<file path="config.mk">
export PLATFORM = sky130hd
export DESIGN_NAME = serial_aru
export DESIGN_NICKNAME = d
export VERILOG_FILES = /design/src/rtl/serial_aru_pkg.sv /design/src/rtl/serial_full_adder.sv /design/src/rtl/serial_aru.sv
export SDC_FILE = /design/constraint.sdc
export NUM_CORES = 1
export LEC_CHECK = 0
export BUFFER_PORTS_ARGS = -buffer_cell sky130_fd_sc_hd__buf_4
export CORE_UTILIZATION = 45
export CTS_CLUSTER_DIAMETER = 200
export DETAILED_ROUTE_END_ITERATION = 12
export GPL_ROUTABILITY_DRIVEN = 0
export PLACE_DENSITY_LB_ADDON = 0.1
export SYNTH_ARGS = -nofsm -noshare
export SYNTH_HDL_FRONTEND = slang
export SYNTH_SLANG_ARGS = --single-unit
</file>
<file path="constraint.sdc">
create_clock -name CLK -period 3.9 [get_ports CLK]
set_clock_uncertainty 0.15 [all_clocks]
set_input_delay 0.975 -clock CLK [delete_from_list [all_inputs] [get_ports CLK]]
set_output_delay 0.975 -clock CLK [all_outputs]
set_load 0.02 [all_outputs]
</file>
<file path="src/rtl/serial_aru_pkg.sv">
// Shared definitions for the bit-serial arithmetic unit: default sizing,
// operation encodings and FSM state encoding.
package serial_aru_pkg;

  localparam int WORD_LENGTH_DEF  = 20;
  localparam int FLYBACK_TIME_DEF = 2;

  localparam logic [1:0] OP_PASS_A = 2'd0;
  localparam logic [1:0] OP_SUB    = 2'd1;
  localparam logic [1:0] OP_NEG    = 2'd2;
  localparam logic [1:0] OP_PASS_S = 2'd3;

  typedef enum logic [1:0] {
    IDLE    = 2'd0,
    ACTIVE  = 2'd1,
    FLYBACK = 2'd2
  } state_e;

  // Counter must index both the word bits and the flyback beats; never
  // narrower than one bit.
  function automatic int cnt_width(input int wl, input int ft);
    int m;
    m = (wl > ft) ? wl : ft;
    return (m < 2) ? 1 : $clog2(m);
  endfunction

endpackage

</file>
<file path="src/rtl/serial_full_adder.sv">
// One-bit sum/carry cell; inv_b_i turns it into a subtractor stage.
module serial_full_adder (
  input  logic a_i,
  input  logic b_i,
  input  logic inv_b_i,
  input  logic c_i,
  output logic sum_o,
  output logic carry_o
);

  logic b_eff;

  // Plain combinational full adder with optional operand inversion.
  always_comb begin
    b_eff   = b_i ^ inv_b_i;
    sum_o   = a_i ^ b_eff ^ c_i;
    carry_o = (a_i & b_eff) | (a_i & c_i) | (b_eff & c_i);
  end

endmodule

</file>
<file path="src/rtl/serial_aru.sv">
// Bit-serial arithmetic unit feeding the accumulator. The WORD_START beat
// carries bit 0; results are registered, so the ACTIVE beats coincide with
// the beats on which ARU_DATA_OUT carries result bits 0..WORD_LENGTH-1.
module serial_aru
  import serial_aru_pkg::*;
#(
  parameter int WORD_LENGTH  = WORD_LENGTH_DEF,
  parameter int FLYBACK_TIME = FLYBACK_TIME_DEF
) (
  input  logic       CLK,
  input  logic       RST,
  input  logic       WORD_START,
  input  logic [1:0] OP,
  input  logic       A_DATA,
  input  logic       S_DATA,
  output logic       ARU_DATA_OUT,
  output logic       ARU_VALID,
  output logic       RESULT_NEG,
  output logic       RESULT_ZERO,
  output logic       WORD_DONE,
  output logic       OVERRUN
);

  localparam int CW = cnt_width(WORD_LENGTH, FLYBACK_TIME);
  localparam logic [CW-1:0] LAST_BIT = CW'(WORD_LENGTH - 1);
  localparam logic [CW-1:0] LAST_FLY = CW'(FLYBACK_TIME - 1);

  state_e        state_q, state_d;
  logic [CW-1:0] cnt_q, cnt_d;
  logic [1:0]    op_q, op_d;
  logic          carry_q, carry_d;
  logic          zacc_q, zacc_d;
  logic          out_q, out_d;
  logic          neg_q, neg_d;
  logic          zero_q, zero_d;
  logic          ovr_q, ovr_d;

  logic       start, proc, last_bit;
  logic [1:0] op_eff;
  logic       fa_a, fa_inv, fa_cin, fa_sum, fa_cout, res_bit;

  // Bit 0 is computed on the WORD_START beat itself, so the live OP and a
  // forced carry-in of 1 are used there instead of the latched copies.
  always_comb begin
    start    = (state_q == IDLE) && WORD_START;
    last_bit = (state_q == ACTIVE) && (cnt_q == LAST_BIT);
    proc     = start || ((state_q == ACTIVE) && !last_bit);
    op_eff   = start ? OP : op_q;
    fa_cin   = start ? 1'b1 : carry_q;
    fa_a     = (op_eff == OP_NEG) ? 1'b0 : A_DATA;
    fa_inv   = (op_eff == OP_SUB) || (op_eff == OP_NEG);
  end

  serial_full_adder u_fa (
    .a_i     (fa_a),
    .b_i     (S_DATA),
    .inv_b_i (fa_inv),
    .c_i     (fa_cin),
    .sum_o   (fa_sum),
    .carry_o (fa_cout)
  );

  // Select the result bit for the current operation.
  always_comb begin
    unique case (op_eff)
      OP_PASS_A: res_bit = A_DATA;
      OP_PASS_S: res_bit = S_DATA;
      default:   res_bit = fa_sum;
    endcase
  end

  // Next-state, datapath and flag logic.
  always_comb begin
    state_d = state_q;
    cnt_d   = cnt_q;
    op_d    = op_q;
    carry_d = carry_q;
    zacc_d  = zacc_q;
    out_d   = 1'b0;
    neg_d   = neg_q;
    zero_d  = zero_q;
    ovr_d   = ovr_q | (WORD_START && (state_q != IDLE));

    if (proc) begin
      out_d   = res_bit;
      carry_d = fa_cout;
      zacc_d  = (start ? 1'b0 : zacc_q) | res_bit;
    end

    unique case (state_q)
      IDLE: begin
        if (WORD_START) begin
          state_d = ACTIVE;
          cnt_d   = '0;
          op_d    = OP;
        end
      end
      ACTIVE: begin
        if (last_bit) begin
          // out_q holds the MSB on this beat; zacc_q already covers it.
          neg_d   = out_q;
          zero_d  = ~zacc_q;
          cnt_d   = '0;
          state_d = (FLYBACK_TIME == 0) ? IDLE : FLYBACK;
        end else begin
          cnt_d = cnt_q + CW'(1);
        end
      end
      FLYBACK: begin
        if (cnt_q == LAST_FLY) begin
          state_d = IDLE;
          cnt_d   = '0;
        end else begin
          cnt_d = cnt_q + CW'(1);
        end
      end
      default: state_d = IDLE;
    endcase
  end

  // State and datapath registers; reset aborts any word in flight.
  always_ff @(posedge CLK or posedge RST) begin
    if (RST) begin
      state_q <= IDLE;
      cnt_q   <= '0;
      op_q    <= OP_PASS_A;
      carry_q <= 1'b0;
      zacc_q  <= 1'b0;
      out_q   <= 1'b0;
      neg_q   <= 1'b0;
      zero_q  <= 1'b1;
      ovr_q   <= 1'b0;
    end else begin
      state_q <= state_d;
      cnt_q   <= cnt_d;
      op_q    <= op_d;
      carry_q <= carry_d;
      zacc_q  <= zacc_d;
      out_q   <= out_d;
      neg_q   <= neg_d;
      zero_q  <= zero_d;
      ovr_q   <= ovr_d;
    end
  end

  assign ARU_DATA_OUT = out_q;
  assign ARU_VALID    = (state_q == ACTIVE);
  assign WORD_DONE    = last_bit;
  assign RESULT_NEG   = neg_q;
  assign RESULT_ZERO  = zero_q;
  assign OVERRUN      = ovr_q;

endmodule
</file>
Yosys cells after proc, flatten, opt, wreduce, memory -nomap -nowiden
Cells that the tools add are included.
{"block": "totals", "register_bits": 15, "input_bits": 7, "output_inout_bits": 6}
{"block": "op_classes", "n_addsub": 1, "eq_ne": 10, "mux": 14, "bitwise": 11, "n_reduce_logical": 15}
{"operator": "two-way mux 5 bit", "count": 3}
{"operator": "case mux 5 bit (3 select lines)", "count": 1}
{"operator": "two-way mux 2 bit", "count": 4}
{"operator": "== test 2 bit, second input constant", "count": 3}
{"operator": "case mux 2 bit (3 select lines)", "count": 1}
{"operator": "AND reduction 2 bit", "count": 3}
{"operator": "adder 5 x 1 -> 5 bit, second input constant", "count": 1}
{"operator": "== test 5 x 1 -> 1 bit, second input constant", "count": 1}
{"operator": "== test 5 bit, second input constant", "count": 1}
{"operator": "== test 2 x 1 -> 1 bit, second input constant", "count": 2}
{"operator": "logical AND 1 bit", "count": 4}
{"operator": "logical NOT 2 bit", "count": 2}
{"operator": "two-way mux 1 bit", "count": 4}
{"operator": "!= test 2 bit, second input constant", "count": 2}
{"operator": "OR 1 bit", "count": 4}
{"operator": "AND 1 bit", "count": 3}
{"operator": "AND reduction 3 bit", "count": 1}
{"operator": "nonzero test 3 bit", "count": 1}
{"operator": "XOR 1 bit", "count": 3}
{"operator": "logical OR 1 bit", "count": 2}
{"operator": "!= test 2 x 1 -> 1 bit, second input constant", "count": 1}
{"operator": "case mux 1 bit (2 select lines)", "count": 1}
{"operator": "nonzero test 2 bit", "count": 1}
{"operator": "logical NOT 1 bit", "count": 1}
{"operator": "NOT 1 bit", "count": 1}

Logic depth before layout (Yosys ltp)
{"block": "logic_depth", "ltp_word": 10, "mapped_depth": 11, "depth_no_buf": 11}

By module
Synthesis repeated with hierarchy kept, for this count alone.
{"block": "unflattened", "hier_cells": 94, "hier_area_um2": 968.4}
{"mod": "serial_aru", "n_inst": 1, "cells_per_inst": 88, "area_per_inst_um2": 924.6, "seq_area_each_um2": 376.6}
{"mod": "serial_full_adder", "n_inst": 1, "cells_per_inst": 6, "area_per_inst_um2": 43.8, "seq_area_each_um2": 0.0}

Least setup slack after synthesis
No wires, ideal clock.
{"block": "synth_timing", "path_type": "input to register", "from": "input port WORD_START", "to": "register zacc_q", "setup_ps": 118, "arrival_time_ps": 2774, "path_slack_ps": 858, "path_stages": 8, "path_buffers": 0, "path_cell_list": "nand2_1 -> mux2_2 -> ha_1 -> xor2_1 -> fa_1 -> nor2b_1 -> nor3_2 -> a21o_1"}
{"block": "synth_via", "elab_chain_len": 9}
{"item": "from (decl)", "line_no": "serial_aru.sv:12", "text": "input logic WORD_START,"}
{"item": "logical AND 1 bit *", "line_no": "serial_aru.sv:45", "text": "start = (state_q == IDLE) && WORD_START;"}
{"item": "two-way mux 2 bit", "line_no": "serial_aru.sv:48", "text": "op_eff = start ? OP : op_q;"}
{"item": "== test 2 x 1 -> 1 bit or == test 2 bit (tied branches)", "line_no": "serial_aru.sv:51, serial_aru.sv:50"}
{"item": "logical OR 1 bit", "line_no": "serial_aru.sv:51", "text": "fa_inv = (op_eff == OP_SUB) || (op_eff == OP_NEG);"}
{"item": "XOR 1 bit", "line_no": "serial_full_adder.sv:15", "text": "b_eff = b_i ^ inv_b_i;"}
{"item": "XOR 1 bit (2 in series)", "line_no": "serial_full_adder.sv:16", "text": "sum_o = a_i ^ b_eff ^ c_i;"}
{"item": "case mux 1 bit (2 select lines)", "line_no": "serial_aru.sv:65", "text": "unique case (op_eff)"}
{"item": "OR 1 bit", "line_no": "serial_aru.sv:87", "text": "zacc_d = (start ? 1'b0 : zacc_q) | res_bit;"}
{"item": "to (signal assigned)", "line_no": "serial_aru.sv:138", "text": "zacc_q <= zacc_d;"}
{"item": "to (decl)", "line_no": "serial_aru.sv:32", "text": "logic zacc_q, zacc_d;"}
Every way passes the cells marked *; elsewhere a longest branch is shown, timed or not.
A chain may end at the register's enable or synchronous reset.

Final worst setup path
Ends and elaborated chain as after synthesis.

==> impl_metrics.env <==
export IMPL_status="complete, no violations"
export IMPL_grt_util_all_layers=0.151
export IMPL_cts_tree="built"
export IMPL_routed_wl_mm=1.43
export IMPL_dieArea_um2=2210
export IMPL_drv_cap=0
export IMPL_timing_rr_end="zacc_q"
export IMPL_syn2layout_area_growth_pct=16.2
export IMPL_vias_per_cell=5.01
export IMPL_relSlewSlack=0.618
export IMPL_ir_worst_vdd_mv=0.409
export IMPL_insertion_delay_ns=0.27
export IMPL_die_width_um=47.0
export IMPL_total_power_mw=0.709
export IMPL_dp_slack_ns=0.608
export IMPL_cts_sinks=15
export IMPL_fin_cells=127
export IMPL_ys_types=28
export IMPL_slew_viol_final=0
export IMPL_synth_area_per_cell_um2=10.6
export IMPL_grt_setup_unrepaired="no"
export IMPL_leakagePower_nw=0.521
export IMPL_endpoint_kind="flop"
export IMPL_finalSetupViolations=0
export IMPL_crit_end="zacc_q"
export IMPL_cts_buffer_depth=2
export IMPL_wire_per_inst_um=11.3
export IMPL_fin_nets=120
export IMPL_overflow=0
export IMPL_reg2reg_slack_ns=0.96
export IMPL_antenna_left=0
export IMPL_dominantRegCellSynth="dfrtp_1"
export IMPL_worst_pin_slew_ns=0.572
export IMPL_postCtsSetupBuffers=0
export IMPL_ys_seq_elements=15
export IMPL_drt_pass1_iterations=4
export IMPL_antenna_found_initial=0
export IMPL_async_reset_ff_frac=1.00
export IMPL_tns_ns=0
export IMPL_cts_made_buffers=3
export IMPL_required_ns=3.92
export IMPL_fin_ws_ns=0.900
export IMPL_syn_inst=86
export IMPL_crit_arrival_ns=3.02
export IMPL_clk_transition_reported_paths_ns=0.08
export IMPL_drive_above_1_share=0.235
export IMPL_dpl_hpwl_mm=1.11
export IMPL_crit_fanout=7
export IMPL_yosysSeqAreaShare=0.413
export IMPL_layout_common_cells="dfrtp_1, buf_4, inv_1, nand2_1, ha_1"
export IMPL_drc=0
export IMPL_synth_edff_count=0
export IMPL_postCtsHoldBufs=0
export IMPL_port_buffers=12
export IMPL_grt_use_met3=0.0346
export IMPL_grt_pass1_wl_mm=2.34
export IMPL_powerDensity_nw_per_um2=670
export IMPL_drt_iter0_drc=9
export IMPL_period_share=0.769
export IMPL_rr_startpoint="state_q[0]"
export IMPL_core_um2=1800
export IMPL_fmax_mhz=333
export IMPL_dpl_cell_count=123
export IMPL_synth_warnings=0
export IMPL_antennaDiodeCount=0
export IMPL_critPathLaunchType="input pin"
export IMPL_gr_usage_met1=0.209
export IMPL_final_common_cell="dfrtp_1"
export IMPL_rows=15
export IMPL_cts_root_buf="clkbuf_4"
export IMPL_initial_core_util=0.506
export IMPL_critPathKind="in2reg"
export IMPL_worstRegToRegCells=10
export IMPL_busiest_layer="met2"
export IMPL_syn_nets=103
export IMPL_cts_resized=0
export IMPL_htreeDepth=1
export IMPL_chipHeight_um=47.0
export IMPL_cp_startpoint="WORD_START"
export IMPL_grt_max_degree=16
export IMPL_hold_class="reg2reg"
export IMPL_min_period_ns=3.00
export IMPL_mappedNetlistArea_um2=911
export IMPL_via_count=636
export IMPL_met2_usage=0.233
export IMPL_grt_pass1_vias=548
export IMPL_ios=13
export IMPL_finalHoldViolCount=0
[per-layer routing]
| metal | part of all wire | wire length (um) | up-vias |
|---|---|---|---|
| li1 | - | - | 324 |
| met2 | 0.42 | 602 | 16 |
| met5 | 0 | 0 | - |
| met3 | 0.056 | 80 | 2 |
| met4 | 0.0098 | 14 | 0 |
| met1 | 0.51 | 732 | 294 |
[worst max-delay path, stage by stage]
cell     delay [ns]
buf_4          0.12
nand2_1        0.20
mux2_1         0.38
ha_1           0.33
xor2_1         0.20
fa_1           0.44
nor2b_1        0.14
nor3_2         0.06
a21o_1         0.15
[power breakdown]
part | switching (mW) | leakage (nW) | internal, mW | total (mW)
Clock | 0.0460 | 0.0150 | 0.0395 | 0.0856
Combinational | 0.213 | 0.320 | 0.184 | 0.397
Sequential | 0.0262 | 0.186 | 0.200 | 0.226
[state kept, by name, indices dropped and copies added, names as in the netlist]
name	cells
state_q	2
carry_q	1
cnt_q	5
ARU_DATA_OUT	1
RESULT_ZERO	1
OVERRUN	1
RESULT_NEG	1
op_q	2
zacc_q	1
[logic make-up after synthesis]
kind of cell	synth area share
and+or+nand+nor	0.165
DFF	0.413
AOI/OAI and AO/OA	0.0989
buffers and inverters	0.0453
adders and majority gates	0.146
muxes	0.113
xor gates and xnor gates	0.0192
[cells in the mapped netlist, types with 2 or more instances]
master	count	area [um2]
a21o_1	2	15.0
dfrtp_1	14	350
ha_1	9	113
inv_1	11	41.3
mux2_1	4	45.0
mux2_2	2	22.5
mux2i_1	2	20.0
nand2_1	10	37.5
nand2b_1	2	12.5
nand3_1	3	15.0
nor2_1	3	11.3
nor2b_1	3	18.8
o21ai_1	5	25.0
xor2_1	2	17.5
[per-stage QoR]
step	area, um2	hold slack [ns]	util
6_report	1060	0.272	0.588
5_1_grt	1060	0.320	0.588
4_1_cts	1060	0.274	0.588
3_5_place_dp	1030	0.264	0.573
3_3_place_gp	1030	0.256	0.573
2_1_floorplan	911	0.243	-
[how the worst min path moves through the flow]
stage / startpoint / to / cells past startpoint / slack (ns)
after floorplan: zacc_q / RESULT_ZERO / 1 / 0.24
after global placement: zacc_q / RESULT_ZERO / 1 / 0.26
after detailed placement: zacc_q / RESULT_ZERO / 1 / 0.26
after CTS: zacc_q / RESULT_ZERO / 1 / 0.27
after global routing: zacc_q / RESULT_ZERO / 1 / 0.32
final: zacc_q / RESULT_ZERO / 1 / 0.27
[layout make-up]
| cell class | count | area [um2] |
|---|---|---|
| clock buffers | 4 | 26.3 |
| fillers | 162 | 743 |
| inverters | 11 | 41.3 |
| multi-input cells | 60 | 493 |
| flip-flops and latches | 15 | 377 |
| well taps | 25 | 31.3 |
| repair buffers | 12 | 90.1 |
No activity file was read; power rests on OpenSTA's default activity.
